<file path="src/rtl/alu.sv">
// Registered 64-bit RV64IM ALU: one-cycle latency, one operation accepted per cycle.
// Define ALU_MULDIV_EN to build the MUL/MULH/DIV/REM datapath; otherwise ops 7-10 return 0.
module alu (
  input  logic        clk,
  input  logic        rst_n,
  input  logic [63:0] a,
  input  logic [63:0] b,
  input  logic [3:0]  op,
  input  logic        valid_in,
  output logic [63:0] result,
  output logic        is_equal,
  output logic        valid_out
);

  localparam logic [3:0] OpAdd  = 4'd0;
  localparam logic [3:0] OpSub  = 4'd1;
  localparam logic [3:0] OpAnd  = 4'd2;
  localparam logic [3:0] OpOr   = 4'd3;
  localparam logic [3:0] OpXor  = 4'd4;
  localparam logic [3:0] OpSll  = 4'd5;
  localparam logic [3:0] OpSrl  = 4'd6;
  localparam logic [3:0] OpMul  = 4'd7;
  localparam logic [3:0] OpMulh = 4'd8;
  localparam logic [3:0] OpDiv  = 4'd9;
  localparam logic [3:0] OpRem  = 4'd10;
  localparam logic [3:0] OpSlt  = 4'd11;

  localparam logic [63:0] MinNeg = 64'h8000_0000_0000_0000;

  logic [63:0] res_d;
  logic [63:0] mul_lo, mul_hi, div_q, rem_r;

`ifdef ALU_MULDIV_EN
  logic signed [127:0] prod;
  logic signed [63:0]  sa, sb;

  assign sa     = $signed(a);
  assign sb     = $signed(b);
  assign prod   = $signed({{64{a[63]}}, a}) * $signed({{64{b[63]}}, b});
  assign mul_lo = prod[63:0];
  assign mul_hi = prod[127:64];

  // Zero divisor and MIN/-1 are resolved here so the divider never sees them.
  always_comb begin
    div_q = '1;
    rem_r = a;
    if (b == '0) begin
      div_q = '1;
      rem_r = a;
    end else if ((a == MinNeg) && (b == '1)) begin
      div_q = a;
      rem_r = '0;
    end else begin
      div_q = $unsigned(sa / sb);
      rem_r = $unsigned(sa % sb);
    end
  end
`else
  assign mul_lo = '0;
  assign mul_hi = '0;
  assign div_q  = '0;
  assign rem_r  = '0;
`endif

  always_comb begin
    res_d = '0;
    case (op)
      OpAdd:   res_d = a + b;
      OpSub:   res_d = a - b;
      OpAnd:   res_d = a & b;
      OpOr:    res_d = a | b;
      OpXor:   res_d = a ^ b;
      OpSll:   res_d = a << b[5:0];
      OpSrl:   res_d = a >> b[5:0];
      OpMul:   res_d = mul_lo;
      OpMulh:  res_d = mul_hi;
      OpDiv:   res_d = div_q;
      OpRem:   res_d = rem_r;
      OpSlt:   res_d = {63'd0, ($signed(a) < $signed(b))};
      default: res_d = '0;
    endcase
  end

  always_ff @(posedge clk or negedge rst_n) begin
    if (!rst_n) begin
      result    <= '0;
      is_equal  <= 1'b0;
      valid_out <= 1'b0;
    end else begin
      valid_out <= valid_in;
      if (valid_in) begin
        result   <= res_d;
        is_equal <= (a == b);
      end
    end
  end

endmodule

</file>
<file path="config.mk">
export PLATFORM = sky130hd
export DESIGN_NAME = alu
export DESIGN_NICKNAME = d
export VERILOG_FILES = /design/src/rtl/alu.sv
export SDC_FILE = /design/constraint.sdc
export NUM_CORES = 1
export LEC_CHECK = 0
export BUFFER_PORTS_ARGS = -buffer_cell sky130_fd_sc_hd__buf_2
export CAP_MARGIN = 20
export CORE_MARGIN = 2
export CORE_UTILIZATION = 35
export CTS_CLUSTER_DIAMETER = 200
export DETAILED_ROUTE_END_ITERATION = 7
export PLACE_DENSITY_LB_ADDON = 0.12
export SLEW_MARGIN = 30
export SYNTH_ARGS = -nofsm -noshare
export SYNTH_HDL_FRONTEND = slang
export SYNTH_SLANG_ARGS = --single-unit
export TNS_END_PERCENT = 1
</file>
<file path="constraint.sdc">
create_clock -name clk -period 1.7 [get_ports clk]
set_input_delay 0.17 -clock clk [delete_from_list [all_inputs] [get_ports clk]]
set_output_delay 0.17 -clock clk [all_outputs]
set_load 0.005 [all_outputs]
</file>
==> impl_summary.md <==
Die
201 I/O pins were placed. The number of placement rows is 91. The initial cell density of the core is 35.50%.

The floorplan step defined a core boundary enclosing 61830 µm². From left edge to right edge, the die measures 254.4 µm. The height of the die is 254.4 µm.

The floorplan step defined a die boundary enclosing 64720 µm².

Placement
Detailed placement ended at an HPWL of 129.3 mm. The congestion estimate from routability-driven global placement came to 1.106. The placed instance count is 5057. During placement, the flow inserted port buffers numbering 200.

Routing
The post-route DRC violation count is 0. The remaining number of nets flagged by the antenna check after routing is 0. The number of iterations in the first detailed-routing pass is 6.

The wire length reported by the detailed router is 155.3 mm. The average wire per cell in the routed design is 30.35 µm. The ratio of routed vias to standard cells is 6.315.

Across all layers, the routed design uses 32.32k vias. For this block, the initial DRC count from the detailed router was 4462.

Power and ir drop
For this design the ratio of total power to cell area is 473.4 nW/µm². The worst-case IR drop observed on VDD is 0.0003232 V. The clock network burns 11.3% of the power. The switching component of the power is 8.257 mW. The combinational cell fraction of total power is 77.7%. The standby leakage power is 16.40 nW.

Net switching is 49.77% of the power. Sequential cells burn 11.0% of the power. The internal power contribution is 8.334 mW.

Critical path
The required time of the critical path is 1.99 ns. Among the stages of the critical path, the cell type that occurs most often is sky130_fd_sc_hd__buf_4. STA classifies the critical path endpoint as a flip-flop. The critical path buffer and inverter count is 9. The maximum fanout along the worst path is 4.

The critical path start-end classification is in -> reg. For the worst setup path, the data arrival time is 3.20 ns. Walking the worst path, the cells encountered are buf_4, inv_2, ha_4, inv_1, buf_4, a21oi_4, buf_4, a21oi_4, o41ai_4, buf_4, o31ai_4, buf_12, buf_4, or3_4, a31oi_4, buf_4, o21bai_2, a311o_1, o211ai_1. The worst setup path is launched from an input pin. The biggest cell delay along the critical path is 0.40 ns. The cell at the slowest stage of the critical path is sky130_fd_sc_hd__or3_4. The cell family contributing the most delay on the critical path is compound AO/OA/AOI/OAI gates.

Cells and area
At the end of the flow, the number of nets in the layout was 4632. Leaving out filler cells and counting taps, the final layout contains 5117. Relative to the synthesized area, the layout overhead comes to 59.69%. The number of fill cells in the layout is 5900.

The post-layout utilization of the core is 56.68%. Summing all multi-input logic gate instances after layout gives 19890 µm². The most common library cell in the layout ignoring fill and taps is sky130_fd_sc_hd__buf_4. The area taken by flip-flops and latches is 1652 µm². Cells with a size suffix above 1 make up 45.39% of the layout. In the layout the commonest cells are sky130_fd_sc_hd__buf_4 (1237), sky130_fd_sc_hd__nor2_1 (412), sky130_fd_sc_hd__a21oi_1 (251), sky130_fd_sc_hd__nand2_1 (237), sky130_fd_sc_hd__ha_1 (198).

Run status
The run finished, with violations left. The checks that failed: negative setup slack.

STA
The final-report hold violation count is 0. The worst path uses 171.2% of the clock period. The actual slew at the worst max-slew pin is 1.129 ns. In the post-route analysis, the smallest setup slack over all paths is -1.211 ns.

The achievable frequency is 0.3436 GHz. The final number of max-transition violations was 0. The worst slew margin relative to its limit is 24.76%. The worst clock skew on the final layout is 0 ns. The number of endpoints failing setup at the final stage is 65.

The time the worst path needs with I/O delays and setup is 2.911 ns. Setup repair after global routing could not meet its margin everywhere.

GRT
The via count of the first global-routing pass is 31.08k. The total overflow left after global routing is 0. In the global route stage, overall resource usage came out at 46.93%.

Entering global routing, the biggest net connects 97 pins. The initial antenna violation count was 11. The first global-routing pass estimated 218.9 mm of wire.

CTS
The number of buffers created by CTS is 9. The clock transition at the registers of the reported paths is 0.07 ns. The clock tree from TritonCTS is done.

The buffer depth of the longest clock path is 2. The tree is rooted in a sky130_fd_sc_hd__clkbuf_16. The clock latency on the worst-skew pair is 0.37 ns. Clock tree synthesis found a total of 66 sinks. The H-tree depth reported by CTS is 3.

Synth
The synthesis-stage register bit count is 66. The number of flops mapped to enable cells by yosys is 0. The synthesized cell area is 21950 µm².

After synthesis, the share of flip-flops with an asynchronous set or reset is 100.0%. The primary flip-flop cell chosen by synthesis mapping is sky130_fd_sc_hd__dfrtp_1. The instance count of the mapped netlist is 2991.

A synthesized cell averages 7.337 µm². The total number of yosys warnings is 0. After synthesis, the netlist uses 110 different library cells. The net count after synthesis is 3353. The post-synthesis sequential area ratio is 7.526%.

Worst hold path
The type of the most critical hold path is in -> reg.

Run
The max-cap violation count is 0.
## path summary, 6_finish.rpt
path	startpoint	end	slack (ns)	cells past startpoint
setup / recovery	a[8]	result[63]$_DFFE_PN0P_	-1.21	19
hold / removal	valid_in	valid_out$_DFF_PN0_	0.12	2
setup reg to reg	result[48]$_DFFE_PN0P_	result[48]$_DFFE_PN0P_	-0.66	11
hold reg to reg	result[7]$_DFFE_PN0P_	result[7]$_DFFE_PN0P_	0.48	1
max in group asynchronous	rst_n	result[3]$_DFFE_PN0P_	0.91	3
min in group asynchronous	rst_n	valid_out$_DFF_PN0_	0.36	3
## flip-flops by register name, indices dropped and copies added (netlist names)
register,flops
result,64
is_equal,1
valid_out,1
## cells in the mapped netlist (11+ instances only)
cell type / n / area [µm²]
sky130_fd_sc_hd__a211oi_1: 50 / 375.4
sky130_fd_sc_hd__a21o_1: 24 / 180.2
sky130_fd_sc_hd__a21oi_1: 287 / 1436
sky130_fd_sc_hd__a221o_1: 11 / 110.1
sky130_fd_sc_hd__a221oi_1: 45 / 394.1
sky130_fd_sc_hd__a22oi_1: 18 / 135.1
sky130_fd_sc_hd__a31oi_1: 32 / 200.2
sky130_fd_sc_hd__and3_1: 13 / 81.33
sky130_fd_sc_hd__buf_1: 38 / 142.6
sky130_fd_sc_hd__buf_2: 49 / 245.2
sky130_fd_sc_hd__buf_4: 16 / 120.1
sky130_fd_sc_hd__clkbuf_1: 111 / 416.7
sky130_fd_sc_hd__dfrtp_1: 66 / 1652
sky130_fd_sc_hd__ha_1: 225 / 2815
sky130_fd_sc_hd__inv_1: 193 / 724.4
sky130_fd_sc_hd__mux2_2: 14 / 157.7
sky130_fd_sc_hd__mux2i_1: 99 / 991.0
sky130_fd_sc_hd__mux4_2: 123 / 2770
sky130_fd_sc_hd__nand2_1: 242 / 908.4
sky130_fd_sc_hd__nand2b_1: 11 / 68.82
sky130_fd_sc_hd__nand3_1: 54 / 270.3
sky130_fd_sc_hd__nand4_1: 33 / 206.5
sky130_fd_sc_hd__nor2_1: 430 / 1614
sky130_fd_sc_hd__nor2b_1: 24 / 150.1
sky130_fd_sc_hd__nor3_1: 75 / 375.4
sky130_fd_sc_hd__nor4_1: 27 / 168.9
sky130_fd_sc_hd__o2111ai_1: 11 / 96.34
sky130_fd_sc_hd__o211ai_1: 41 / 307.8
sky130_fd_sc_hd__o21a_1: 11 / 82.58
sky130_fd_sc_hd__o21ai_0: 171 / 855.8
sky130_fd_sc_hd__o21ai_1: 14 / 70.07
sky130_fd_sc_hd__o21bai_1: 35 / 262.8
sky130_fd_sc_hd__o221ai_1: 44 / 385.4
sky130_fd_sc_hd__o22ai_1: 22 / 137.6
sky130_fd_sc_hd__o2bb2ai_1: 17 / 148.9
sky130_fd_sc_hd__o31a_1: 15 / 131.4
sky130_fd_sc_hd__o31ai_1: 42 / 315.3
sky130_fd_sc_hd__or3_1: 24 / 150.1
sky130_fd_sc_hd__xnor2_1: 50 / 437.9
## cell families after synthesis
group,share of synthesized area (%)
AOI/OAI and AO/OA,31.51
xor gates and xnor gates,2.155
adders and majority gates,13.01
buffers and inverters,8.335
DFF,7.526
muxes,17.96
and+or+nand+nor,19.50
## routing by layer
metal	track usage (%)	part of all wire (%)	vias up
li1	-	-	13710
met5	2.331	0.17	-
met1	61.51	40	15865
met4	20.69	5.1	12
met3	16.76	14	455
met2	68.73	42	2273
## area by class of cell
cell class                 count  area share (%)
timing repair buffer        1494           32.55
inverter                     201           2.206
clock inverter                 5         0.09283
tap                          837           2.988
clock buffer                  10          0.6534
antenna                        6         0.04284
sequential                    66           4.713
multi-input combinational   2498           56.75
## stage by stage
step	TNS [ns]	hold WS [ns]	power, mW	setup WS [ns]	area [µm²]
global route	-73.29	0.1323	17.09	-1.406	35030
finish	-66.95	0.1192	16.59	-1.211	35040
global placement	-105.88	0.2082	13.34	-2.057	32830
floorplan	-73.52	-0.1256	6.811	-1.462	22080
CTS	-65.16	0.1107	15.83	-1.180	34420
detailed placement	-108.37	0.2088	13.40	-2.198	32830
## what timing repair did
item	CTS	global route
endpoints found under the setup margin	65	65
gates cloned	1	0
gates resized for setup	240	130
pin swaps	70	39
hold endpoints to repair	66	0
hold buffers	1	0
buffers inserted	30	8
## power by group through the flow
| stage | Sequential [mW] | Clock (mW) | Combinational, mW |
|---|---|---|---|
| 2_1_floorplan | 1.78 | 0 | 5.03 |
| 3_3_place_gp | 1.84 | 0 | 11.5 |
| 3_5_place_dp | 1.83 | 0 | 11.6 |
| 4_1_cts | 1.81 | 1.90 | 12.1 |
| 5_1_grt | 1.82 | 1.94 | 13.3 |
| 6_report | 1.82 | 1.88 | 12.9 |
Power figures use the tool's default switching activity.
